`config.mk`:
```
export PLATFORM = sky130hd
export DESIGN_NAME = rr_arbiter4_flat
export DESIGN_NICKNAME = d
export VERILOG_FILES = /design/src/rtl/rr_arbiter4_if.sv /design/src/rtl/rr_arbiter4.sv /design/src/flat_wrapper.sv
export SDC_FILE = /design/constraint.sdc
export NUM_CORES = 1
export LEC_CHECK = 0
export CAP_MARGIN = 15
export CORE_MARGIN = 8
export CORE_UTILIZATION = 48
export DETAILED_ROUTE_END_ITERATION = 10
export PLACE_DENSITY_LB_ADDON = 0.12
export SYNTH_ARGS = -nofsm -noshare
export SYNTH_HDL_FRONTEND = slang
export SYNTH_SLANG_ARGS = --single-unit
```
`constraint.sdc`:
```
create_clock -name clk -period 1.9 [get_ports clk]
set_input_delay 0.285 -clock clk [delete_from_list [all_inputs] [get_ports clk]]
set_output_delay 0.285 -clock clk [all_outputs]
set_load 0.02 [all_outputs]
```
`src/rtl/rr_arbiter4_if.sv`:
```
// Request/grant bundle between requesters and the round-robin arbiter.
// The arbiter connects to the slave modport; whoever drives the requests uses master.
interface rr_arbiter4_if;
    logic       EN;
    logic [3:0] R;
    logic [3:0] G;
    logic [1:0] Q;
    logic       V;

    modport master (
        output EN,
        output R,
        input  G,
        input  Q,
        input  V
    );

    modport slave (
        input  EN,
        input  R,
        output G,
        output Q,
        output V
    );
endinterface

```
`src/rtl/rr_arbiter4.sv`:
```
// Four-way round-robin arbiter: holds a grant for at most MAX_HOLD cycles, then leaves a one-cycle gap.
// Grant is registered on the edge that samples the request; EN low revokes the grant, with no other backpressure.
module rr_arbiter4 #(
    parameter int MAX_HOLD = 8
) (
    input  logic          clk,
    input  logic          rst_n,
    rr_arbiter4_if.slave  bus
);

    localparam int            CW        = (MAX_HOLD > 1) ? $clog2(MAX_HOLD) : 1;
    localparam logic [CW-1:0] HOLD_LAST = CW'(MAX_HOLD - 1);

    typedef enum logic {
        IDLE,
        GRANT
    } state_t;

    state_t        state_q, state_d;
    logic [1:0]    ptr_q,   ptr_d;
    logic [CW-1:0] cnt_q,   cnt_d;
    logic [3:0]    g_q,     g_d;
    logic [1:0]    idx_q,   idx_d;
    logic          v_q,     v_d;

    logic          found;
    logic [1:0]    sel;
    logic [1:0]    cand;

    // Scan requesters starting at the pointer; the 2-bit add wraps past 3.
    always_comb begin
        found = 1'b0;
        sel   = ptr_q;
        cand  = ptr_q;
        for (int k = 0; k < 4; k++) begin
            cand = ptr_q + 2'(k);
            if (!found && bus.R[cand]) begin
                found = 1'b1;
                sel   = cand;
            end
        end
    end

    always_comb begin
        state_d = state_q;
        ptr_d   = ptr_q;
        cnt_d   = cnt_q;
        g_d     = g_q;
        idx_d   = idx_q;
        v_d     = v_q;
        case (state_q)
            IDLE: begin
                if (bus.EN && found) begin
                    state_d = GRANT;
                    g_d     = 4'b0001 << sel;
                    idx_d   = sel;
                    v_d     = 1'b1;
                    cnt_d   = '0;
                end else begin
                    g_d     = 4'b0000;
                    idx_d   = 2'b00;
                    v_d     = 1'b0;
                end
            end
            GRANT: begin
                if (!bus.R[idx_q] || !bus.EN || (cnt_q == HOLD_LAST)) begin
                    state_d = IDLE;
                    ptr_d   = idx_q + 2'd1;
                    g_d     = 4'b0000;
                    idx_d   = 2'b00;
                    v_d     = 1'b0;
                    cnt_d   = '0;
                end else begin
                    cnt_d   = cnt_q + CW'(1);
                end
            end
            default: begin
                state_d = IDLE;
            end
        endcase
    end

    always_ff @(posedge clk) begin
        if (!rst_n) begin
            state_q <= IDLE;
            ptr_q   <= 2'b00;
            cnt_q   <= '0;
            g_q     <= 4'b0000;
            idx_q   <= 2'b00;
            v_q     <= 1'b0;
        end else begin
            state_q <= state_d;
            ptr_q   <= ptr_d;
            cnt_q   <= cnt_d;
            g_q     <= g_d;
            idx_q   <= idx_d;
            v_q     <= v_d;
        end
    end

    assign bus.G = g_q;
    assign bus.Q = idx_q;
    assign bus.V = v_q;

endmodule

```
`src/flat_wrapper.sv`:
```
// flat-port wrapper written by rule: the top's interface ports become plain ports
module rr_arbiter4_flat 
#(
    parameter int MAX_HOLD = 8
)
  (clk, rst_n, bus_EN, bus_R, bus_G, bus_Q, bus_V);
  rr_arbiter4_if bus_i ();
  input  logic clk;
  input  logic rst_n;
  input wire logic [$bits(bus_i.EN)-1:0] bus_EN;
  input wire logic [$bits(bus_i.R)-1:0] bus_R;
  output wire logic [$bits(bus_i.G)-1:0] bus_G;
  output wire logic [$bits(bus_i.Q)-1:0] bus_Q;
  output wire logic [$bits(bus_i.V)-1:0] bus_V;
  assign bus_i.EN = bus_EN;
  assign bus_i.R = bus_R;
  assign bus_G = bus_i.G;
  assign bus_Q = bus_i.Q;
  assign bus_V = bus_i.V;
  rr_arbiter4 #(.MAX_HOLD(MAX_HOLD)) u_core (.clk(clk), .rst_n(rst_n), .bus(bus_i));
endmodule
```
# Word-level counts from Yosys, hierarchy flattened
# Index checks and enable logic that the tools add are counted.
[word_totals] ff_bits=13 input_bits=7 out_inout_bits=7 word_cells=64
[op_classes] add_sub_neg=5 order_cmp=5 n_eq_ne=3 shift=1 mux=31 bitwise=1 n_reduce_logical=12
[ops] op="< comparator 2 x 3 -> 1 bit (second input constant)" count=5
[ops] op="2-to-1 mux 1 bit" count=12
[ops] op="binary-select mux 1 bit (select 2 bit)" count=5
[ops] op="2-to-1 mux 2 bit" count=5
[ops] op="2-to-1 mux 4 bit" count=2
[ops] op="case mux 4 bit (2 select lines)" count=1
[ops] op="2-to-1 mux 3 bit" count=2
[ops] op="case mux 3 bit (2 select lines)" count=1
[ops] op="logical NOT 1 bit" count=5
[ops] op="adder 2 x 1 -> 2 bit (second input constant)" count=2
[ops] op="adder 2 bit (second input constant)" count=2
[ops] op="logical AND 1 bit" count=4
[ops] op="case mux 1 bit (2 select lines)" count=2
[ops] op="case mux 2 bit (2 select lines)" count=1
[ops] op="left shift 1 x 2 -> 4 bit (first input constant)" count=1
[ops] op="adder 3 x 1 -> 3 bit (second input constant)" count=1
[ops] op="== test 3 bit (second input constant)" count=1
[ops] op="logical OR 1 bit" count=2
[ops] op="inequality test 2 x 1 -> 1 bit (second input constant)" count=1
[ops] op="inequality test 2 bit (second input constant)" count=1
[ops] op="AND reduction 2 bit" count=1
[ops] op="inverter 1 bit" count=1

# Longest topological paths before layout
[logic_depth] ltp_word=15 depth_mapped=5 mapped_depth_nobuf=5

# Worst setup path before layout
# OpenSTA, ideal clock, no wires.
[synth_timing] path_type="register to register" from="register u_core.idx_q[0] (netlist: u_core.bus.Q[0])" to="register u_core.ptr_q[1]" setup_time_ps=87 t_arrival_ps=1455 t_required_ps=1813 setup_slack_ps=358 path_stages_with_launch=6 n_path_buf=0 synth_period_minus_slack_ps=1542 path_cell_list="dfxtp_1 mux2_4 mux2i_4 o31a_4 nor2_1 a211oi_1"
[synth_between] elab_chain_len=6 word_cells_on_any_way=7 cone_classes="1 x add/sub; 2 x mux; 4 x reduce/logical"
[synth_lines] element="from (decl)" line="rr_arbiter4.sv:23" rtl="logic [1:0] idx_q, idx_d;"
[synth_lines] element="from (signal assigned)" line="rr_arbiter4.sv:96" rtl="idx_q <= idx_d;"
[synth_lines] element="binary-select mux 1 bit (select 2 bit)" line="rr_arbiter4.sv:66" rtl="if (!bus.R[idx_q] || !bus.EN || (cnt_q == HOLD_LAST)) begin"
[synth_lines] element="2-to-1 mux 1 bit (implied by the code)" line="rr_arbiter4.sv:66"
[synth_lines] element="logical NOT 1 bit" line="rr_arbiter4.sv:66"
[synth_lines] element="logical OR 1 bit (2 in series)" line="rr_arbiter4.sv:66"
[synth_lines] element="AND reduction 2 bit (no source line)"
[synth_lines] element="to (signal assigned)" line="rr_arbiter4.sv:93" rtl="ptr_q <= ptr_d;"
[synth_lines] element="to (decl)" line="rr_arbiter4.sv:20" rtl="logic [1:0] ptr_q, ptr_d;"
# Several ways; a longest one is shown, not always the timed one. The select of a mux whose other input is x is not followed.
# A chain may end at the register's enable or synchronous reset.

# Worst setup path after layout
[layout_timing] from="register u_core.idx_q[0] (netlist: u_core.bus.Q[0])" to="output port bus_Q[0]"
[layout_lines] element="to (decl)" line="flat_wrapper.sv:13" rtl="output wire logic [$bits(bus_i.Q)-1:0] bus_Q;"
# No word-level cell between the ends.

==> flow_metrics.env <==
export IMPL_outcome="completed"
export IMPL_syn_num_nets=79
export IMPL_worst_slack_ns=0.1793
export IMPL_dr_first_iter_drc_count=10
export IMPL_synth_most_common_cell="dfxtp_1"
export IMPL_syn_area_um2=681.9
export IMPL_synth_top_cell_by_area="dfxtp_1"
export IMPL_wl_met1_um=683
export IMPL_wl_met3_um=70
export IMPL_cp_buffers_inverters=1
export IMPL_num_rows=13
export IMPL_wl_per_cell_um=13.51
export IMPL_htree_levels=1
export IMPL_antenna_found_initial=0
export IMPL_setup_tns_ns=0
export IMPL_finClkSkew_ns=0.002158
export IMPL_grt_pass1_wl_mm=2.497
export IMPL_timing_hold_ws_ns=0.4739
export IMPL_synthAdderAreaFrac_pct=3.670
export IMPL_drive_above_1_share_pct=16.30
export IMPL_synth_commonest_cells="dfxtp_1, nor2_1, nand2_1"
export IMPL_hold_viol=0
export IMPL_wl_mm=1.446
export IMPL_p_leak_nw=0.3317
export IMPL_yosys_area_share_simple_pct=20.37
export IMPL_crit_slowest_cell="clkdlybuf4s50_1"
export IMPL_synth_distinct_cells=32
export IMPL_synth_main_ff_cell="dfxtp_1"
export IMPL_placed_area_um2=868.3
export IMPL_clock_sinks=13
export IMPL_gp_congestion=0.7688
export IMPL_clockBufferDepth=2
export IMPL_finalInstanceArea_um2=894.6
export IMPL_synth_compound_area_share_pct=25.14
export IMPL_clock_latency_ns=0.27
export IMPL_areaGrowthSynthToFinish_pct=31.19
export IMPL_clk_pin_slew_worst_paths_ns=0.07
export IMPL_p_per_area_nw_per_um2=670.5
export IMPL_intPower_mw=0.4371
export IMPL_critical_path_top_delay_family="buffers and inverters"
export IMPL_dpl_worst_slack_ns=0.01354
export IMPL_synth_top_family_by_area="compound AO/OA/AOI/OAI gates"
export IMPL_rsz0062_at_grt="no"
export IMPL_wl_met2_um=668
export IMPL_yosys_warnings=0
export IMPL_grt_usage_pct=11.27
export IMPL_startpoint_type="flip-flop"
export IMPL_slew_violations=0
export IMPL_ys_async_sr_fraction_pct=0
export IMPL_drcViolationCount=0
export IMPL_vdd_drop_max_mv=0.5021
export IMPL_dieHeight_um=53.69
export IMPL_maxCapViolCount=0
export IMPL_cts_hold_buffers=0
export IMPL_die_area_um2=2883
export IMPL_path_cells="clkdlybuf4s50_1"
export IMPL_max_freq_mhz=581.2
export IMPL_p_comb_share_pct=23.1
export IMPL_dp_hpwl_mm=1.144
export IMPL_hold_path_class="flip-flop to flip-flop"
export IMPL_cp_required_ns=1.62
export IMPL_fin_crit_ns=1.721
export IMPL_vias=584
export IMPL_cts_setup_buffers=0
export IMPL_die_w_um=53.69
export IMPL_grt_max_degree=9
export IMPL_overflow=0
export IMPL_io_pin_count=14
export IMPL_antenna_cells=0
export IMPL_worst_pin_slew_ns=0.4351
export IMPL_critPathMaxFanout=6
export IMPL_critPathKind="flip-flop to primary output"
export IMPL_slew_limit_headroom_pct=70.61
export IMPL_post_route_period_util_pct=90.56
export IMPL_start_util_pct=51.76
export IMPL_avgSynthCellArea_um2=9.741
export IMPL_grt_pass1_vias=610
export IMPL_cts_tree="built"
export IMPL_synth_cells=70
export IMPL_ys_top_cells_by_area="dfxtp_1, nor2_1, mux2_4"
export IMPL_numCtsBuffers=3
export IMPL_vias_per_cell=5.458
export IMPL_max_stage_delay_ns=0.67
export IMPL_synth_edf_count=0
export IMPL_switchingPower_mw=0.1627
export IMPL_crit_arrival_ns=1.44
export IMPL_port_buffers=13
export IMPL_ant_nets=0
export IMPL_drtPass1Iterations=4
export IMPL_cts_resized=0
export IMPL_cts_root_buf="clkbuf_4"
export IMPL_pwr_share_clk_pct=27.2
export IMPL_ys_seq_area_share_pct=38.17
export IMPL_dr_max_layer_used="met4"
export IMPL_synth_mux_area_share_pct=9.174
export IMPL_synthXorXnorAreaFrac_pct=1.284
export IMPL_switching_share_pct=27.13
export IMPL_worstSetupEndpointType="primary output"
export IMPL_finalNetCount=102
export IMPL_synth_seq_cells=13
export IMPL_finalSetupViolations=0
export IMPL_power_mw=0.5998
export IMPL_core_um2=1318
export IMPL_p_seq_share_pct=49.8
export IMPL_synth_top_area_share_pct=38.17
==> sequential cells by signal, summed over array words and instances, names as in the netlist <==
register / cells
u_core.bus.G: 4
u_core.cnt_q: 3
u_core.bus.Q: 2
u_core.ptr_q: 2
u_core.bus.V: 1
u_core.state_q: 1
==> cells in the final DEF, fill, tap and decap left out, types with 2 or more instances in the layout <==
cell type	instances
inv_1	3
nand2_1	4
a32o_1	2
buf_4	5
clkbuf_4	3
a22oi_1	3
o21ai_1	2
nor2_1	9
a211oi_1	2
clkdlybuf4s50_1	13
nor2b_1	3
o21ai_0	2
a21oi_1	3
dfxtp_1	13
ha_1	2
o21a_1	2
mux2_4	2
==> final timing paths <==
path	from	to	slack, ns	cells past startpoint
setup / recovery	u_core.bus.Q[0]$_SDFFE_PN0P_	bus_Q[0]	0.18	1
hold reg to reg	u_core.bus.V$_SDFFE_PN0P_	u_core.bus.V$_SDFFE_PN0P_	0.47	1
hold / removal	u_core.bus.V$_SDFFE_PN0P_	u_core.bus.V$_SDFFE_PN0P_	0.47	1
setup reg to reg	u_core.bus.Q[0]$_SDFFE_PN0P_	u_core.cnt_q[1]$_SDFFE_PN0P_	0.29	6
==> cell families after synthesis <==
kind of cell | Yosys count
multiplexers | 4
flip-flops | 13
AO/OA/AOI/OAI | 23
buffers and inverters | 4
adder cells (fa/ha/maj) | 2
XOR/XNOR | 1
AND/OR/NAND/NOR | 23
==> cell type report <==
cell class | instances | area [um2]
Timing Repair Buffer | 18 | 167.7
Tap cell | 15 | 18.77
Fill cell | 110 | 422.9
Sequential cell | 13 | 260.3
Multi-Input combinational cell | 53 | 406.6
Clock buffer | 4 | 26.28
Inverter | 4 | 15.01
==> power groups by stage <==
stage	registers, mW	logic, mW	clock network [mW]
2_1_floorplan	0.311	0.0768	0
5_1_grt	0.301	0.150	0.179
4_1_cts	0.298	0.139	0.167
3_5_place_dp	0.305	0.138	0
6_report	0.299	0.138	0.163
3_3_place_gp	0.305	0.137	0
==> routing by layer <==
layer	up-vias	global-route usage, %
li1	304	-
met1	263	12.40
met2	12	20.27
met3	5	2.204
met4	0	5.042
met5	-	0
==> metrics by stage <==
step / cells / util, %
2_1_floorplan: 70 / -
3_3_place_gp: 103 / 65.91
3_5_place_dp: 103 / 65.91
4_1_cts: 107 / 67.90
5_1_grt: 107 / 67.90
6_report: 107 / 67.90
Note: power is estimated with default switching activity, not from simulation.
